## src/rtl/fetch_pc_unit_if.sv

```systemverilog
// rtl/fetch_pc_unit_if.sv - fetch-side bus between the PC unit and instruction memory / D stage
//
// Purpose: groups the fetch request/response handshake and the F-stage status
//          signals produced by fetch_pc_unit.
// Signals:
//   imem_req   master->slave  fetch request for f_pc
//   imem_ready slave->master  IM returns the instruction at f_pc this cycle
//   f_pc       master->slave  current fetch PC
//   f_valid    master->slave  instruction at f_pc completes this cycle
//   f_adel     master->slave  fetch address error (misaligned or out of IM range)
//   f_bd       master->slave  instruction in F is a branch delay slot
interface fetch_pc_unit_if;
   logic        imem_req;
   logic        imem_ready;
   logic [31:0] f_pc;
   logic        f_valid;
   logic        f_adel;
   logic        f_bd;

   modport master (
      output imem_req,
      output f_pc,
      output f_valid,
      output f_adel,
      output f_bd,
      input  imem_ready
   );

   modport slave (
      input  imem_req,
      input  f_pc,
      input  f_valid,
      input  f_adel,
      input  f_bd,
      output imem_ready
   );
endinterface

```

## src/rtl/fetch_pc_unit.sv

```systemverilog
// rtl/fetch_pc_unit.sv - F-stage PC register and next-PC logic with one-slot delayed redirect
//
// Purpose: owns the fetch PC, applies branch/jump/jr redirects decoded in D after
//          exactly one delay-slot fetch, holds a pending target while IM is slow,
//          handles CP0 flush (req) and eret, and flags AdEL on illegal fetch PCs.
// Ports:
//   clk, reset          clock; asynchronous active-low reset
//   stall               hazard stall of F/D
//   d_pc, d_imm16,
//   d_imm26, d_rs       D-stage operands for target computation
//   d_branch, d_jump,
//   d_jr, cmp           D-stage control-transfer decode and branch outcome
//   req                 exception/interrupt flush from CP0
//   eret, epc           exception return and its target
//   bus (master)        imem_req/imem_ready handshake, f_pc, f_valid, f_adel, f_bd
module fetch_pc_unit #(
   parameter logic [31:0] RESET_PC   = 32'h0000_3000,
   parameter logic [31:0] HANDLER_PC = 32'h0000_4180,
   parameter logic [31:0] IM_LO      = 32'h0000_3000,
   parameter logic [31:0] IM_HI      = 32'h0000_6ffc
) (
   input  logic                   clk,
   input  logic                   reset,
   input  logic                   stall,
   input  logic [31:0]            d_pc,
   input  logic [15:0]            d_imm16,
   input  logic [25:0]            d_imm26,
   input  logic [31:0]            d_rs,
   input  logic                   d_branch,
   input  logic                   d_jump,
   input  logic                   d_jr,
   input  logic                   cmp,
   input  logic                   req,
   input  logic                   eret,
   input  logic [31:0]            epc,
   fetch_pc_unit_if.master        bus
);

   typedef enum logic {
      RUN  = 1'b0,
      PEND = 1'b1
   } state_t;

   state_t      state_q, state_nxt;
   logic [31:0] f_pc_q, pc_nxt;
   logic [31:0] tgt_q, tgt_nxt;

   logic [31:0] br_tgt;
   logic [31:0] j_tgt;
   logic [31:0] target;
   logic        redir;
   logic        adel;
   logic        done;

   assign br_tgt = d_pc + 32'd4 + {{14{d_imm16[15]}}, d_imm16, 2'b00};
   assign j_tgt  = {d_pc[31:28], d_imm26, 2'b00};
   // Decode is one-hot; the ordering only matters if decode misbehaves.
   assign target = d_jr ? d_rs : (d_jump ? j_tgt : br_tgt);
   assign redir  = (d_branch & cmp) | d_jump | d_jr;

   assign adel = (f_pc_q[1:0] != 2'b00) | (f_pc_q < IM_LO) | (f_pc_q > IM_HI);
   // A faulting fetch never goes to IM, so it completes on its own.
   assign done = (bus.imem_ready | adel) & ~stall;

   assign bus.f_pc     = f_pc_q;
   assign bus.f_adel   = adel;
   assign bus.imem_req = ~adel;
   assign bus.f_valid  = bus.imem_ready | adel;
   assign bus.f_bd     = ~req & ((state_q == PEND) |
                                 ((state_q == RUN) & (d_branch | d_jump | d_jr)));

   always_ff @(posedge clk or negedge reset) begin
      if (!reset) begin
         state_q <= RUN;
         f_pc_q  <= RESET_PC;
         tgt_q   <= '0;
      end else begin
         state_q <= state_nxt;
         f_pc_q  <= pc_nxt;
         tgt_q   <= tgt_nxt;
      end
   end

   always_comb begin
      state_nxt = state_q;
      pc_nxt    = f_pc_q;
      tgt_nxt   = tgt_q;
      if (req) begin
         pc_nxt    = HANDLER_PC;
         state_nxt = RUN;
         tgt_nxt   = '0;
      end else if (eret && !stall) begin
         pc_nxt    = epc;
         state_nxt = RUN;
      end else begin
         case (state_q)
            RUN: begin
               if (redir && !stall) begin
                  if (done) begin
                     // Slot completes now; the target is the next fetch.
                     pc_nxt = target;
                  end else begin
                     // Slot still fetching: remember the target, D moves on.
                     tgt_nxt   = target;
                     state_nxt = PEND;
                  end
               end else if (done) begin
                  pc_nxt = f_pc_q + 32'd4;
               end
            end
            PEND: begin
               if (done) begin
                  pc_nxt    = tgt_q;
                  state_nxt = RUN;
               end
            end
            default: state_nxt = RUN;
         endcase
      end
   end

endmodule

```

## src/flat_wrapper.sv

```systemverilog
// flat-port wrapper written by rule: the top's interface ports become plain ports
module fetch_pc_unit_flat 
#(
   parameter logic [31:0] RESET_PC   = 32'h0000_3000,
   parameter logic [31:0] HANDLER_PC = 32'h0000_4180,
   parameter logic [31:0] IM_LO      = 32'h0000_3000,
   parameter logic [31:0] IM_HI      = 32'h0000_6ffc
)
  (clk, reset, stall, d_pc, d_imm16, d_imm26, d_rs, d_branch, d_jump, d_jr, cmp, req, eret, epc, bus_imem_req, bus_f_pc, bus_f_valid, bus_f_adel, bus_f_bd, bus_imem_ready);
  fetch_pc_unit_if bus_i ();
  input  logic clk;
  input  logic reset;
  input  logic stall;
  input  logic [31:0] d_pc;
  input  logic [15:0] d_imm16;
  input  logic [25:0] d_imm26;
  input  logic [31:0] d_rs;
  input  logic d_branch;
  input  logic d_jump;
  input  logic d_jr;
  input  logic cmp;
  input  logic req;
  input  logic eret;
  input  logic [31:0] epc;
  output wire logic [$bits(bus_i.imem_req)-1:0] bus_imem_req;
  output wire logic [$bits(bus_i.f_pc)-1:0] bus_f_pc;
  output wire logic [$bits(bus_i.f_valid)-1:0] bus_f_valid;
  output wire logic [$bits(bus_i.f_adel)-1:0] bus_f_adel;
  output wire logic [$bits(bus_i.f_bd)-1:0] bus_f_bd;
  input wire logic [$bits(bus_i.imem_ready)-1:0] bus_imem_ready;
  assign bus_imem_req = bus_i.imem_req;
  assign bus_f_pc = bus_i.f_pc;
  assign bus_f_valid = bus_i.f_valid;
  assign bus_f_adel = bus_i.f_adel;
  assign bus_f_bd = bus_i.f_bd;
  assign bus_i.imem_ready = bus_imem_ready;
  fetch_pc_unit #(.RESET_PC(RESET_PC), .HANDLER_PC(HANDLER_PC), .IM_LO(IM_LO), .IM_HI(IM_HI)) u_core (.clk(clk), .reset(reset), .stall(stall), .d_pc(d_pc), .d_imm16(d_imm16), .d_imm26(d_imm26), .d_rs(d_rs), .d_branch(d_branch), .d_jump(d_jump), .d_jr(d_jr), .cmp(cmp), .req(req), .eret(eret), .epc(epc), .bus(bus_i));
endmodule
```

## config.mk

```make
export PLATFORM = sky130hd
export DESIGN_NAME = fetch_pc_unit_flat
export DESIGN_NICKNAME = d
export VERILOG_FILES = /design/src/rtl/fetch_pc_unit_if.sv /design/src/rtl/fetch_pc_unit.sv /design/src/flat_wrapper.sv
export SDC_FILE = /design/constraint.sdc
export NUM_CORES = 1
export LEC_CHECK = 0
export CAP_MARGIN = 0
export CORE_ASPECT_RATIO = 2
export CORE_MARGIN = 10
export CORE_UTILIZATION = 30
export DETAILED_ROUTE_END_ITERATION = 6
export PLACE_DENSITY = 0.66
export SYNTH_ARGS = -nofsm -noshare
export SYNTH_HDL_FRONTEND = slang
export SYNTH_SLANG_ARGS = --single-unit
```

## constraint.sdc

```tcl
create_clock -name clk -period 5.7 [get_ports clk]
set_clock_uncertainty 0.05 [all_clocks]
set_input_delay 1.14 -clock clk [delete_from_list [all_inputs] [get_ports clk]]
set_output_delay 1.14 -clock clk [all_outputs]
set_load 0.01 [all_outputs]
```

Word-level counts from Yosys, hierarchy flattened. Cells that the tools add are included.

Shifts and indexed selects: 0. Multipliers: 0. Muxes and demuxes: 19. Bitwise gates (word level): 16. Eq/ne operators: 5. Reduce and logical (&&, ||, !) cells: 7. $lt $le $gt $ge: 2. Divide/modulo/power cells: 0. Add/sub/neg operators: 3.

Operators with widths (number): $mux 32 (13); $add 32x3->32 const B (2); $pmux 32 s2 (1); $add 32x32->32 (1); $gt 32x15->1 const B (1); $lt 32x14->1 const B (1); $or 1x1->1 (8); $ne 2x2->1 const B (3); $and 1x1->1 (4); $mux 1 (4); $ne 4x3->1 const B (1); $ne 4x4->1 const B (1); $not 1->1 (4); $reduce_and 4->1 (1); $reduce_bool 2->1 (2); $logic_and 1x1->1 (2); $pmux 1 s2 (1); $reduce_and 2->1 (1); $logic_not 1->1 (1).

Latch bits: 0. Output and inout port bits: 36. Bits in writable memories: 0. Memories kept: 0. Word-level logic and storage cells: 55. Register bits after elaboration: 65. Input port bits: 148. Memory bits (read-only): 0.

Depth between registers and ports, before layout. Gate-level depths: netlist (run 1).

Depth in word-level cells: 10. Gate-level depth with buffers: 15.

Least setup slack after synthesis (run 1). Ideal clock, no wire load.

Path type: in2reg. From: in d_pc[12]. To: reg u_core.tgt_q[29]. Setup time: 0.078 ns. Path buffers: 0. Slack: 1.672 ns. Stages: 11. Data arrival time: 3.900 ns. Cells stage by stage: ha_1 -> ha_1 -> and3_1 -> a31o_2 -> or3b_1 -> o21ai_0 -> a31oi_1 -> a22oi_1 -> mux2i_1 -> or3b_1 -> a21oi_1.

Cells in the longest elaborated chain, start to end: 9.

RTL lines: start: declaration (line flat_wrapper.sv:14) `input logic [31:0] d_pc;`; $add 32x3->32 (line fetch_pc_unit.sv:55) `assign br_tgt = d_pc + 32'd4 + {{14{d_imm16[15]}}, d_imm16, 2'b00};`; $add 32x32->32 (line fetch_pc_unit.sv:55); $mux 32 (2 in a row) (line fetch_pc_unit.sv:58) `assign target = d_jr ? d_rs : (d_jump ? j_tgt : br_tgt);`; $mux 32 (line fetch_pc_unit.sv:99) `if (done) begin`; $mux 32 (line fetch_pc_unit.sv:98) `if (redir && !stall) begin`; $mux 32 (line fetch_pc_unit.sv:96) `case (state_q)`; $mux 32 (line fetch_pc_unit.sv:92) `end else if (eret && !stall) begin`; $mux 32 (line fetch_pc_unit.sv:88) `if (req) begin`; end signal: assignment (line fetch_pc_unit.sv:80) `tgt_q <= tgt_nxt;`; end: declaration (line fetch_pc_unit.sv:46) `logic [31:0] tgt_q, tgt_nxt;`.

No other way between the ends. The select of a mux whose other input is x is not followed. A chain may end at the register's enable or synchronous reset.

Worst setup path after layout (run 1).
From: in d_imm16[15]. To: reg u_core.f_pc_q[31] (netlist: u_core.bus.f_pc[31]).

Cells in the longest elaborated chain, start to end: 8.

RTL lines: start: declaration (line flat_wrapper.sv:15) `input logic [15:0] d_imm16;`; $add 32x32->32 (line fetch_pc_unit.sv:55); $mux 32 (2 in a row) (line fetch_pc_unit.sv:58); $mux 32 (line fetch_pc_unit.sv:99); $mux 32 (line fetch_pc_unit.sv:98); $pmux 32 s2 (line fetch_pc_unit.sv:96); $mux 32 (line fetch_pc_unit.sv:92); $mux 32 (line fetch_pc_unit.sv:88); end signal: assignment (line fetch_pc_unit.sv:79) `f_pc_q <= pc_nxt;`; end: declaration (line fetch_pc_unit.sv:45) `logic [31:0] f_pc_q, pc_nxt;`.

No other way between the ends. The select of a mux whose other input is x is not followed.

==> qor.txt, run 1 <==
CP Class - in2reg
Pwr Density - 197 nW/µm²
Max Cap Viol - 0
Nets - 1244
initial drt markers - 490
largest net degree at the start of global routing - 66
htree depth - 3
row count - 76
Worst VDD drop - 0.000170 V
crit path cell chain - clkdlybuf4s50_1 > ha_1 > ha_1 > a2111oi_0 > o21ai_0 > a41o_1 > nor3_1 > a21oi_1 > mux2i_1 > xnor2_1 > nor3_1 > o21ai_0
Synth area leader - dfrtp_1
EDFF count, synth - 0
Power, Total - 1.76 mW
Slew @ Worst Pin - 1.00 ns
Post-CTS Hold Buffers - 0
fin. max-slew vios - 0
net count after synthesis - 1084
Synth async-reset ratio - 100%
layout cells sized above 1 - 4.51%
GP Congestion - 0.954
Post-CTS Setup Bufs - 0
Seq/Total Area, Yosys - 24.7%
CP bufs+invs - 1
post-route cell area - 8980 µm²
CTS root buffer - clkbuf_16
post-route antenna net violation count - 0
Synth area leaders - dfrtp_1 (24%), ha_1 (11%), a21oi_1 (7.9%)
combinational power share - 38.4%
post-synthesis cell count - 877
All-Layer GR Usage - 18.8%
Avg WL per Cell - 21.6 µm
Worst Setup SP - d_imm16[15]
share of the synthesized area in the top cell type - 23.9%
crit path time final - 4.66 ns
commonest non-fill, non-tap cells in the layout - clkdlybuf4s50_1 (182), nand2_1 (113), a21oi_1 (104)
Cell Area, Placed - 8680 µm²
register bit total from synthesis - 65
Clock transition at path regs - 0.05 ns
Max clock buf depth - 2
Buffers on Ports - 183
post-DP HPWL - 22500 µm
total congestion overflow - 0
P_sw - 0.613 mW
RSZ-0062 raised after global routing - no
CP required - 5.90 ns
Sequential Power Share - 30.2%
core area - 21600 µm²
Critical Path Start Type - primary input
DIE HEIGHT - 230 µm
Ys Warns - 0
mapped cell area - 6600 µm²
P_leak - 3.66 nW
crit path DAT - 4.86 ns
Int Pwr - 1.15 mW
Final Cycle Share - 81.8%
slowest stage cell on the critical path - clkdlybuf4s50_1
CP Capture Type - register
clock network fraction of total power - 31.4%
max incr delay on CP - 0.86 ns
Num CTS Buffers - 9
worst min path class - reg2reg
die width - 125 µm
setup TNS - 0 ns
clock sinks - 65
Synth-to-Final Area Change - 36.1%
CTS resizes - 0
FF-to-FF Start - u_core.state_q
switch share - 34.7%
Routed WL - 28400 µm
Cell variety after synth - 72
Vias/cell - 5.72
final setup fails - 0
clock latency on the worst-skew pair - 0.34 ns
vias in the first global route - 7750
Initial Util - 30.6%
antenna violations before repair - 2
crit path max fanout - 15
via count - 7537
CTS tree - built
Ports - 184
achievable frequency - 215 MHz
Primary FF master, synth - dfrtp_1
outcome - completed
die area - 28700 µm²
most common cell after layout, fill and taps aside - clkdlybuf4s50_1
hold path start - u_core.tgt_q[25]
Syn Area/Cell - 7.52 µm²
Hold Fails Final Rpt - 0
first-pass GRT wire length - 43100 µm
Pre-antenna DRT Iters - 5
Slew headroom - 32.8%
# DRC - 0
crit-path leading delay family - compound AO/OA/AOI/OAI gates
## per-layer routing
layer / GRT usage [%] / vias to the layer above / routed length [µm]
met4: 10.3 / 0 / 1140
met1: 19.5 / 3591 / 10300
met2: 35.1 / 332 / 15300
li1: - / 3559 / -
met5: 0 / - / 0
met3: 2.56 / 55 / 1660
## Yosys cell counts, drive strengths merged (5+ instances only)
cell type / count
a21o: 10
o21a: 7
a31oi: 7
and2: 5
xor2: 13
a21oi: 104
and3: 14
nand3: 28
o221ai: 5
or3: 11
a222oi: 5
nand2b: 13
dfrtp: 63
nand4: 8
nor2: 93
clkbuf: 45
mux2i: 13
o21ai: 58
o31ai: 6
inv: 21
ha: 58
a211oi: 11
a22oi: 13
nor4: 7
xnor2: 25
nor3: 22
o211ai: 5
nand2: 113
buf: 5
o22ai: 7
## power by group through the flow
stage	clock [mW]	combinational [mW]	sequential, mW
6_report	0.555	0.677	0.533
5_1_grt	0.570	0.740	0.535
4_1_cts	0.559	0.676	0.531
3_5_place_dp	0	0.672	0.539
3_3_place_gp	0	0.669	0.538
2_1_floorplan	0	0.363	0.535
## final timing paths
check / slack, ns / cells past startpoint / endpoint
min in group asynchronous: 0.93 / 2 / u_core.bus.f_pc[24]
worst min register to register: 0.45 / 2 / u_core.bus.f_pc[25]
max in group asynchronous: 4.04 / 2 / u_core.bus.f_pc[4]
worst max-delay path: 1.04 / 12 / u_core.bus.f_pc[31]
worst min-delay path: 0.45 / 2 / u_core.bus.f_pc[25]
worst max register to register: 2.25 / 7 / u_core.tgt_q[14]
## worst register-to-register path, delay by kind of cell (launching register included)
family,cells,cell delay (ns)
buffers and inverters,3,1.17
AO/OA/AOI/OAI,2,0.36
flip-flops,1,0.50
AND/OR/NAND/NOR,2,1.29
## logic make-up (layout without fill, tap and decap cells)
kind of cell    after synthesis  after routing  synth area share (%)
compound gates              293            293                  28.4
xor+xnor                     38             38                  5.05
fa+ha+maj                    59             59                  11.3
buf+inv                      71            236                  4.27
flops                        65             65                  24.7
mux                          15             15                  2.31
other cells                   0              2                     0
simple gates                336            336                  24.0
## sequential cells by signal (all words and copies together) (netlist names)
register and cells:
u_core.tgt_q 32, u_core.bus.f_pc 32, u_core.state_q 1
## cell type report
cell class,instances,area [µm²]
well taps,273,342
diodes,2,5.00
multi-input cells,741,4690
repair buffers,199,1950
clock buffers,13,250
inverters,21,78.8
fillers,2187,12600
clock inverters,3,40.0
flip-flops and latches,65,1630
## stage by stage
step,utilization (%),std cells,worst slack [ns],hold slack (ns)
finish,41.6,1317,1.04,0.450
global route,41.6,1317,0.806,0.477
CTS,41.6,1315,1.02,0.454
detailed placement,40.2,1299,0.677,0.437
global placement,40.2,1299,0.742,0.433
floorplan,-,877,1.67,0.410
Note: power is estimated with default switching activity, not from simulation.
==> inputs of run 2 (changes only) <==
Clock period 5.7 ns to 4.3 ns, I/O delays scaled along.
==> run 2 against run 1 <==
  * Via count is 1.0% higher
  * Sequential cell count stayed put
  * First-iteration DRC count is 8.4% higher
  * Sequential share of layout area is 0.77 points lower
  * Cell area is 4.4% higher
  * Global-route usage is 0.18 points higher
  * Combinational power is 42% higher
  * Register-to-register slack worse by 0.99 ns
  * Non-clock buffer count is 51 higher
  * Total power is 36% higher
  * Core utilization is 1.8 points higher
  * Largest power group unchanged
==> qor.txt, run 2 (synthesis results as in run 1) <==
# DRC - 0
Final Cycle Share - 94.2%
Slew headroom - 43.2%
Avg WL per Cell - 20.8 µm
Pre-antenna DRT Iters - 5
core area - 21600 µm²
CP Class - in2reg
Fillers - 2166
Max Cap Viol - 0
Buffers on Ports - 183
crit-path leading delay family - compound AO/OA/AOI/OAI gates
clock sinks - 65
Clock transition at path regs - 0.06 ns
Critical Path Start Type - primary input
worst min path class - reg2reg
Slew @ Worst Pin - 0.853 ns
post-route antenna net violation count - 0
die width - 125 µm
DIE HEIGHT - 230 µm
commonest non-fill, non-tap cells in the layout - clkdlybuf4s50_1 (182), nand2_1 (113), a21oi_1 (103)
vias in the first global route - 7938
largest net degree at the start of global routing - 45
Vias/cell - 5.57
outcome - completed
instance count on the critical path - 12
CTS root buffer - clkbuf_16
CP bufs+invs - 1
GP Congestion - 0.967
crit path cell chain - clkdlybuf4s50_1 > ha_1 > ha_1 > and3_1 > a31o_2 > or3b_1 > o21ai_0 > a31oi_2 > a22oi_1 > mux2i_1 > or3b_1 > a21oi_1
Initial Util - 30.6%
flop2flop setup slack - 1.26 ns
post-DP HPWL - 23000 µm
Synth-to-Final Area Change - 42.2%
die area - 28700 µm²
initial drt markers - 531
final setup fails - 0
max incr delay on CP - 0.41 ns
fin worst setup slack - 0.251 ns
Post-CTS Hold Buffers - 0
achievable frequency - 247 MHz
Final Util - 43.5%
Nets - 1295
RSZ-0062 raised after global routing - no
via count - 7615
P_leak - 3.91 nW
antenna violations before repair - 2
row count - 76
Pwr Density - 256 nW/µm²
Worst VDD drop - 0.000201 V
All-Layer GR Usage - 18.9%
crit path time final - 4.05 ns
crit path max fanout - 3
Routed WL - 28400 µm
slowest stage cell on the critical path - clkdlybuf4s50_1
Worst Setup SP - d_pc[12]
Hold Fails Final Rpt - 0
CP required - 4.51 ns
FF-to-FF path depth - 8
worst slack at placement - -0.0931 ns
FF-to-FF Start - u_core.bus.f_pc[29]
total congestion overflow - 0
crit path DAT - 4.26 ns
most common cell after layout, fill and taps aside - clkdlybuf4s50_1
CP Capture Type - register
Num CTS Buffers - 9
CTS tree - built
fin. max-slew vios - 0
clock latency on the worst-skew pair - 0.34 ns
Ports - 184
first-pass GRT wire length - 43800 µm
worst flop-to-flop path endpoint - u_core.tgt_q[23]
CP endpoint - u_core.tgt_q[29]
layout cells sized above 1 - 9.24%
htree depth - 3
Power, Total - 2.40 mW
Max clock buf depth - 2
setup TNS - 0 ns
==> run 2: cell count changes in the layout (fill, tap and decap cells not counted) <==
cell,before,now
o2111ai_2,0,1
a31oi_1,7,6
buf_4,16,67
a31oi_2,0,1
a21oi_1,104,103
a21oi_2,0,1
o2111ai_1,4,3
==> run 2: how the worst min path moves through the flow <==
stage          slack (ns)        startpoint  depth (start not counted)             endpoint
2_1_floorplan        0.41  u_core.tgt_q[25]                          2  u_core.bus.f_pc[25]
3_3_place_gp         0.43  u_core.tgt_q[25]                          2  u_core.bus.f_pc[25]
3_5_place_dp         0.44  u_core.tgt_q[17]                          2  u_core.bus.f_pc[17]
4_1_cts              0.45  u_core.tgt_q[17]                          2  u_core.bus.f_pc[17]
5_1_grt              0.48  u_core.tgt_q[17]                          2  u_core.bus.f_pc[17]
6_report             0.45  u_core.tgt_q[17]                          2  u_core.bus.f_pc[17]
==> run 2: layer usage <==
metal  part of all wire, %  global-route usage, %
met5                     0                      0
met4                   5.0                   10.8
met3                   5.8                   3.16
met2                    54                   35.8
met1                    35                   18.9
==> run 2: per-stage QoR <==
| step | hold slack [ns] | std cells | area (µm²) |
|---|---|---|---|
| finish | 0.450 | 1368 | 9380 |
| global route | 0.479 | 1368 | 9380 |
| CTS | 0.453 | 1366 | 9360 |
| detailed placement | 0.440 | 1350 | 9070 |
| global placement | 0.432 | 1350 | 9070 |
| floorplan | 0.410 | 877 | 6600 |
==> run 2: what timing repair did <==
item | CTS | global route
endpoints found under the setup margin | 0 | 2
resized for setup | 0 | 3
setup buffers | 0 | 0
==> run 2: worst min-delay path, stage by stage, from the launching register on <==
cell and delay (ns):
dfrtp_1 0.34, a222oi_1 0.06, nand2_1 0.06
==> run 2: report_power, final <==
| group | leakage, nW | total (mW) | switching [mW] | internal [mW] |
|---|---|---|---|---|
| combinational | 2.91 | 0.959 | 0.490 | 0.469 |
| sequential | 0.864 | 0.704 | 0.0587 | 0.645 |
| clock | 0.144 | 0.737 | 0.274 | 0.463 |
==> run 2: layout make-up <==
class                   count  area, µm²  area share (%)
multi-input cells         741       4700            50.2
repair buffers            250       2330            24.8
flip-flops and latches     65       1630            17.4
well taps                 273        342            3.64
clock buffers              13        250            2.67
inverters                  21       78.8           0.840
clock inverters             3       40.0           0.427
diodes                      2       5.00          0.0534
